==> src/rtl/uart_tx_ctrl.sv <==
// -----------------------------------------------------------------------------
// uart_tx_ctrl
//   Frame controller for the UART transmit path. Accepts a byte request,
//   sequences the companion serializer and frames its bit stream with a start
//   bit, an optional parity bit and STOP_BITS stop bits on the registered,
//   idle-high serial line TX_OUT.
//
// Parameters
//   Data_WD    data bits per frame (must match the serializer)
//   STOP_BITS  stop bits per frame (1 or 2)
//
// Ports
//   CLK         system clock, rising edge
//   RST         asynchronous active-low reset
//   P_DATA      parallel data, used only to compute parity at acceptance
//   Data_Valid  single-cycle request, accepted only while busy=0
//   PAR_EN      1 = append parity bit (sampled at acceptance)
//   PAR_TYP     0 = even, 1 = odd parity (sampled at acceptance)
//   ser_done    serializer has shifted out all data bits
//   ser_data    serializer registered bit output
//   ser_en      serializer enable (high in START and DATA)
//   TX_OUT      registered serial line, idle high
//   busy        frame in progress (state != IDLE)
// -----------------------------------------------------------------------------
module uart_tx_ctrl #(
    parameter int Data_WD   = 8,
    parameter int STOP_BITS = 1
) (
    input  logic               CLK,
    input  logic               RST,
    input  logic [Data_WD-1:0] P_DATA,
    input  logic               Data_Valid,
    input  logic               PAR_EN,
    input  logic               PAR_TYP,
    input  logic               ser_done,
    input  logic               ser_data,
    output logic               ser_en,
    output logic               TX_OUT,
    output logic               busy
);

    typedef enum logic [2:0] {
        IDLE   = 3'd0,
        START  = 3'd1,
        DATA   = 3'd2,
        PARITY = 3'd3,
        STOP   = 3'd4
    } state_t;

    localparam logic [1:0] STOP_LAST = 2'(STOP_BITS - 1);

    state_t     r_state;
    state_t     w_state_nxt;
    logic       r_par_bit;
    logic       r_par_en;
    logic [1:0] r_stop_cnt;
    logic       r_tx;
    logic       w_tx_nxt;
    logic       w_accept;

    assign w_accept = (r_state == IDLE) && Data_Valid;

    always_ff @(posedge CLK or negedge RST) begin
        if (!RST) begin
            r_state <= IDLE;
        end else begin
            r_state <= w_state_nxt;
        end
    end

    // Frame configuration is captured once at acceptance so later changes
    // on the inputs cannot disturb a frame already in flight.
    always_ff @(posedge CLK or negedge RST) begin
        if (!RST) begin
            r_par_bit <= 1'b0;
            r_par_en  <= 1'b0;
        end else if (w_accept) begin
            r_par_bit <= (^P_DATA) ^ PAR_TYP;
            r_par_en  <= PAR_EN;
        end
    end

    // Held at zero outside STOP, so it is always clear on entry.
    always_ff @(posedge CLK or negedge RST) begin
        if (!RST) begin
            r_stop_cnt <= '0;
        end else if (r_state == STOP) begin
            r_stop_cnt <= r_stop_cnt + 2'd1;
        end else begin
            r_stop_cnt <= '0;
        end
    end

    always_ff @(posedge CLK or negedge RST) begin
        if (!RST) begin
            r_tx <= 1'b1;
        end else begin
            r_tx <= w_tx_nxt;
        end
    end

    always_comb begin
        w_state_nxt = r_state;
        w_tx_nxt    = 1'b1;
        case (r_state)
            IDLE: begin
                w_tx_nxt = 1'b1;
                if (Data_Valid) begin
                    w_state_nxt = START;
                end
            end
            START: begin
                w_tx_nxt    = 1'b0;
                w_state_nxt = DATA;
            end
            DATA: begin
                // ser_data already lags the serializer count by one cycle;
                // the START cycle absorbs that lag, so it is passed straight through.
                w_tx_nxt = ser_data;
                if (ser_done) begin
                    w_state_nxt = r_par_en ? PARITY : STOP;
                end
            end
            PARITY: begin
                w_tx_nxt    = r_par_bit;
                w_state_nxt = STOP;
            end
            STOP: begin
                w_tx_nxt = 1'b1;
                if (r_stop_cnt == STOP_LAST) begin
                    w_state_nxt = IDLE;
                end
            end
            default: begin
                w_tx_nxt    = 1'b1;
                w_state_nxt = IDLE;
            end
        endcase
    end

    assign ser_en = (r_state == START) || (r_state == DATA);
    assign busy   = (r_state != IDLE);
    assign TX_OUT = r_tx;

endmodule
==> config.mk <==
export PLATFORM = sky130hd
export DESIGN_NAME = uart_tx_ctrl
export DESIGN_NICKNAME = d
export VERILOG_FILES = /design/src/rtl/uart_tx_ctrl.sv
export SDC_FILE = /design/constraint.sdc
export NUM_CORES = 1
export LEC_CHECK = 0
export CAP_MARGIN = 10
export CORE_AREA = 3 3 40 42
export CTS_CLUSTER_DIAMETER = 120
export DETAILED_ROUTE_END_ITERATION = 6
export DIE_AREA = 0 0 43 45
export PLACE_DENSITY = 0.73
export SYNTH_ARGS = -nofsm -noshare
export SYNTH_HDL_FRONTEND = slang
export SYNTH_SLANG_ARGS = --single-unit
export TNS_END_PERCENT = 5
==> constraint.sdc <==
create_clock -name CLK -period 1.6 [get_ports CLK]
set_clock_uncertainty 0.15 [all_clocks]
set_input_delay 0.48 -clock CLK [delete_from_list [all_inputs] [get_ports CLK]]
set_output_delay 0.48 -clock CLK [all_outputs]
set_load 0.1 [all_outputs]
==> results.toml, run 1 <==
[status]
outcome = "finished, violations left"
violations = "negative setup slack"

[pwr]
p_sw_share_pct = 46.1
cellPowerDensity_nw_per_um2 = 2170
power_frac_clock_pct = 9.8
p_int_w = 0.000911
seq_power_share_pct = 19.7
combPwrFrac_pct = 70.4
ir_drop_uv = 1070
p_leak_nw = 0.360
switchingPower_w = 0.000781

[yosys]
yosys.area.top_type = "dfrtp_1"
synthTopCellsByArea = "dfrtp_1 (38%), xnor2_1 (7.7%), xnor2_2 (7.1%)"
synth.avg_cell_area_sq_um = 10.6
ys_types = 22
ys_warn_count = 0
yosysTopAreaCellShare_pct = 38.3
postSynthCellCount = 43
yosys_register_bits = 8
seq_area_frac_synth_pct = 44.0
syn-num-nets = 59
syn-cell-area_sq_um = 458

[drt]
drtIter0Drc = 7
dr.pass1.iters = 4
num_vias = 389
ant_nets = 0
via_per_inst = 4.69
wl_um = 973
drc = 0
wl_per_cell_um = 11.7

[worst_hold_path]
hp-start = "r_stop_cnt[0]"
holdPathEnd = "r_stop_cnt[0]"
hold_path_class = "flop to flop"
whs_path_depth = 1

[timing]
layout_setup_ws_ns = -0.238
finalHoldViolCount = 0
relSlewSlack_pct = 75.4
layout_worst_path_cycle_share_pct = 115
rsz0062_at_grt = "true"
final_max_slew_viol_count = 0
min_period_ns = 1.84
max_clock_freq_mhz = 544
fin_tns_setup_ns = -0.568
setup_viol = 3
worst_pin_slew_ns = 0.368

[critical_path]
regToRegStartpoint = "r_state[1]"
r2r.worst_path.cells = 5
worstPathArrival_ns = 1.21
crit_type = "flop to primary output"
regToRegEndpoint = "r_par_en"
required_ns = 0.97
cp_max_fo = 2
reg2reg_slack_ns = 0.08
start_kind = "flop"
end_kind = "primary output"

[final_layout]
instances_no_fill = 83
synthToLayoutAreaGrowth_pct = 69.9
fillers = 121
multi_input_area_sq_um = 275
regArea_sq_um = 201
diodes = 0
num-nets-final = 85
final_layout_size_suffix_gt1_share_pct = 32.4

[floorplan]
core_sq_um = 1280
io_pins = 18
die_height_um = 45
die_area_sq_um = 1940
die_x_um = 43
initial_core_util_pct = 35.6
rows = 13

[clocking]
cts_root_buf = "clkbuf_4"
cts_max_level = 1
postCtsSetupBuffers = 0
hold_buffers = 0
cts_tree = "yes"
clockBufferDepth = 2
cts_buffers = 3
clkSlewWorstSetupHoldPaths_ns = 0.06
clock-sinks = 8
clock_latency_ns = 0.26

[grt]
grt-ovfl-total = 0
grt_max_degree = 9
grt_pass1_wl_um = 1770
antenna_found_initial = 0
grt_pass1_vias = 395
grt_usage_pct = 13.2

[placed_design]
dp_hpwl_um = 804
place_inst = 79
dp_slack_ns = -0.577
gp_congestion = 0.706
io_buffers = 17

[job]
cap_violations = 0
[per-stage QoR]
stage	total power [W]	utilization (%)	area (sq um)	hold WS [ns]
after global routing	0.00178	60.6	778	0.289
after detailed placement	0.00153	58.0	746	0.270
after CTS	0.00170	60.4	776	0.278
final	0.00169	60.6	778	0.273
after floorplan	0.00114	-	509	0.0344
after global placement	0.00150	58.0	746	0.260
[placed cells by master (no fill, tap or decap), types with 2 or more instances in the layout]
cell type        count
a21oi_1              2
and3_1               2
buf_12               3
buf_4                5
clkbuf_4             3
clkdlybuf4s50_1      8
dfrtp_1              7
dlygate4sd2_1        6
inv_1                4
nand2_1              2
nor2_1               3
xnor2_1              3
xnor2_2              2
[registers in the layout, indices dropped and copies added (netlist names)]
register / cells
r_par_bit: 1
r_par_en: 1
TX_OUT: 1
r_stop_cnt: 2
r_state: 3
[power groups by stage]
stage          logic (W)  clock network (W)  registers [W]
5_1_grt          0.00125           0.000189       0.000341
3_3_place_gp     0.00117                  0       0.000331
6_report         0.00119           0.000167       0.000333
2_1_floorplan   0.000727                  0       0.000414
4_1_cts          0.00120           0.000173       0.000333
3_5_place_dp     0.00120                  0       0.000334
[critical path, cell delays in order (launching register included)]
cell,delay [ns]
dfrtp_1,0.37
or3_4,0.40
buf_12,0.17
[area by class of cell]
class | count | area share, %
sequential | 8 | 25.9
timing repair buffer | 23 | 31.0
multi-input combinational | 29 | 35.4
tap | 15 | 2.41
clock buffer | 4 | 3.38
inverter | 4 | 1.93
[timing repair]
action / in CTS / in global routing
pin swaps: 6 / 1
gates resized for setup: 8 / 1
setup endpoints to repair: 4 / 5
[logic make-up after synthesis]
kind of cell,Yosys count,synth area share (%)
xor+xnor,8,21.6
simple gates,13,13.9
fa+ha+maj,1,2.73
compound gates,4,5.74
mux,3,7.10
flops,8,44.0
buf+inv,6,4.92
[cells in the mapped netlist]
library cell,count
xor2_1,1
xnor2_1,4
nand3b_1,1
dfstp_2,1
or2_2,1
or3_1,1
nand2_1,2
a21oi_1,2
xnor2_2,2
nor3_1,1
ha_1,1
mux2_1,1
dfrtp_1,7
mux2_2,1
inv_1,4
clkbuf_1,2
o32ai_1,1
mux2i_1,1
nor2_1,5
xnor3_1,1
and3_1,2
a22oi_1,1
[layer usage]
metal  up-vias  wire (um)  GRT usage [%]
met5         -          0              0
li1        190          -              -
met4         0         10           7.23
met3         2         87           5.98
met1       182        345           14.0
met2        15        529           21.9
[worst max-delay path by stage]
stage / cells after the start / startpoint / slack, ns / to
floorplan: 3 / r_state[0] / -0.17 / ser_en
global placement: 5 / P_DATA[5] / -0.53 / r_par_bit
detailed placement: 5 / P_DATA[2] / -0.58 / r_par_bit
CTS: 2 / r_state[1] / -0.25 / busy
global route: 4 / r_state[0] / -0.29 / ser_en
finish: 2 / r_state[1] / -0.24 / busy
Note: power is estimated with default switching activity, not from simulation.
==> inputs of run 2 (changes only) <==
--- a/config.mk
+++ b/config.mk
@@ -10,7 +10,7 @@
 export CTS_CLUSTER_DIAMETER = 120
 export DETAILED_ROUTE_END_ITERATION = 6
 export DIE_AREA = 0 0 43 45
-export PLACE_DENSITY = 0.73
+export PLACE_DENSITY = 0.75
 export SYNTH_ARGS = -nofsm -noshare
 export SYNTH_HDL_FRONTEND = slang
 export SYNTH_SLANG_ARGS = --single-unit
==> constraint.sdc (replaced) <==
create_clock -name CLK -period 1.5 [get_ports CLK]
set_clock_uncertainty 0.15 [all_clocks]
set_input_delay 0.45 -clock CLK [delete_from_list [all_inputs] [get_ports CLK]]
set_output_delay 0.45 -clock CLK [all_outputs]
set_load 0.1 [all_outputs]
==> run 2 against run 1 <==
Against the previous run:
- the flow still finishes with violations (negative setup slack)
- critical path depth did not move
- clock power rose by 13%
- final cell count rose by 1.2%
==> results.toml, run 2 (same netlist as run 1, synthesis figures left out) <==
[critical_path]
start_kind = "flop"
required_ns = 0.90
cp_max_fo = 3
crit_type = "flop to primary output"
reg2reg_slack_ns = 0.03
end_kind = "primary output"
worstPathArrival_ns = 1.23

[timing]
finalHoldViolCount = 0
relSlewSlack_pct = 73.5
setup_viol = 4
layout_worst_path_cycle_share_pct = 122
fin_tns_setup_ns = -0.878
min_period_ns = 1.83
final_max_slew_viol_count = 0
max_clock_freq_mhz = 545
worst_pin_slew_ns = 0.396
rsz0062_at_grt = "true"
layout_setup_ws_ns = -0.333

[clocking]
postCtsSetupBuffers = 0
clockBufferDepth = 2
clock-sinks = 8
clock_latency_ns = 0.26
hold_buffers = 0
cts_buffers = 3
cts_tree = "yes"
cts_max_level = 1
clkSlewWorstSetupHoldPaths_ns = 0.06
cts_root_buf = "clkbuf_4"

[grt]
grt_max_degree = 9
grt_pass1_vias = 413
grt_usage_pct = 13.2
antenna_found_initial = 0
grt_pass1_wl_um = 1750
grt-ovfl-total = 0

[drt]
drc = 0
dr.pass1.iters = 1
drtIter0Drc = 0
wl_um = 1050
ant_nets = 0
num_vias = 390
via_per_inst = 4.64
wl_per_cell_um = 12.4

[final_layout]
diodes = 0
num-nets-final = 86
fin_util_pct = 62.2
fillers = 120
regArea_sq_um = 203
layout_common_cells = "clkdlybuf4s50_1 (8), dlygate4sd2_1 (6), dfrtp_1 (6)"
final_layout_size_suffix_gt1_share_pct = 36.2
regMostFlops = "r_state"
final_common_cell = "clkdlybuf4s50_1"
synthToLayoutAreaGrowth_pct = 74.6
reg_top3 = "r_state (3), r_stop_cnt (2)"
largest_reg_flops = 3
multi_input_area_sq_um = 284

[floorplan]
rows = 13
die_area_sq_um = 1940
initial_core_util_pct = 35.6
die_x_um = 43
core_sq_um = 1280
io_pins = 18
die_height_um = 45

[pwr]
cellPowerDensity_nw_per_um2 = 2330
p_leak_nw = 0.371
ir_drop_uv = 999
finalPower_w = 0.00187

[placed_design]
io_buffers = 17
dp_hpwl_um = 791
gp_congestion = 0.779

[status]
outcome = "finished, violations left"
violations = "negative setup slack"

[job]
cap_violations = 0

[worst_hold_path]
hold_path_class = "flop to flop"
==> run 2: worst max-delay path, stage by stage (launching register included) <==
cell and delay (ns):
dfrtp_2 0.45, or3_4 0.35, buf_12 0.17
==> run 2: area by class of cell <==
cell class	instances	share of cell area [%]
inverters	4	1.88
multi-input cells	29	35.5
flip-flops and latches	8	25.4
repair buffers	24	31.6
clock buffers	4	3.29
well taps	15	2.35
==> run 2: repair_timing <==
item,4_1_cts,5_1_grt
gates resized for setup,10,3
endpoints found under the hold margin,0,0
setup endpoints to repair,5,6
pin swaps,7,3
==> run 2: worst paths after layout <==
kind / startpoint / to / cells past startpoint
max: r_state[0] / busy / 2
min in group asynchronous: RST / r_state[2] / 1
max in group asynchronous: RST / TX_OUT / 1
max reg2reg: r_state[1] / r_par_en / 5
min reg2reg: r_stop_cnt[0] / r_stop_cnt[0] / 1
min: r_stop_cnt[0] / r_stop_cnt[0] / 1
==> run 2: per-stage QoR <==
step                      area [sq um]  std cells  hold slack [ns]  setup slack (ns)
final                              800         84            0.271            -0.333
after detailed placement           753         80            0.266            -0.657
after CTS                          785         84            0.275            -0.345
after floorplan                    509         43          0.00441            -0.242
after global placement             753         80            0.259            -0.597
after global routing               800         84            0.284            -0.354
==> run 2: layer usage <==
metal	global-route usage (%)	wire (um)
met5	0	0
met3	3.59	54
met4	13.3	41
met2	19.8	505
met1	15.0	444
==> run 2: power breakdown <==
part / internal (W) / switching, W / total [W]
registers: 0.000310 / 0.0000664 / 0.000376
logic: 0.000592 / 0.000711 / 0.00130
clock network: 0.000103 / 0.0000850 / 0.000188
==> inputs of run 3 (changes only) <==
--- a/config.mk
+++ b/config.mk
@@ -5,7 +5,7 @@
 export SDC_FILE = /design/constraint.sdc
 export NUM_CORES = 1
 export LEC_CHECK = 0
-export CAP_MARGIN = 10
+export CAP_MARGIN = 20
 export CORE_AREA = 3 3 40 42
 export CTS_CLUSTER_DIAMETER = 120
 export DETAILED_ROUTE_END_ITERATION = 6
==> results of run 3 <==
Final layout, timing and power as in run 2 (identical DEF).
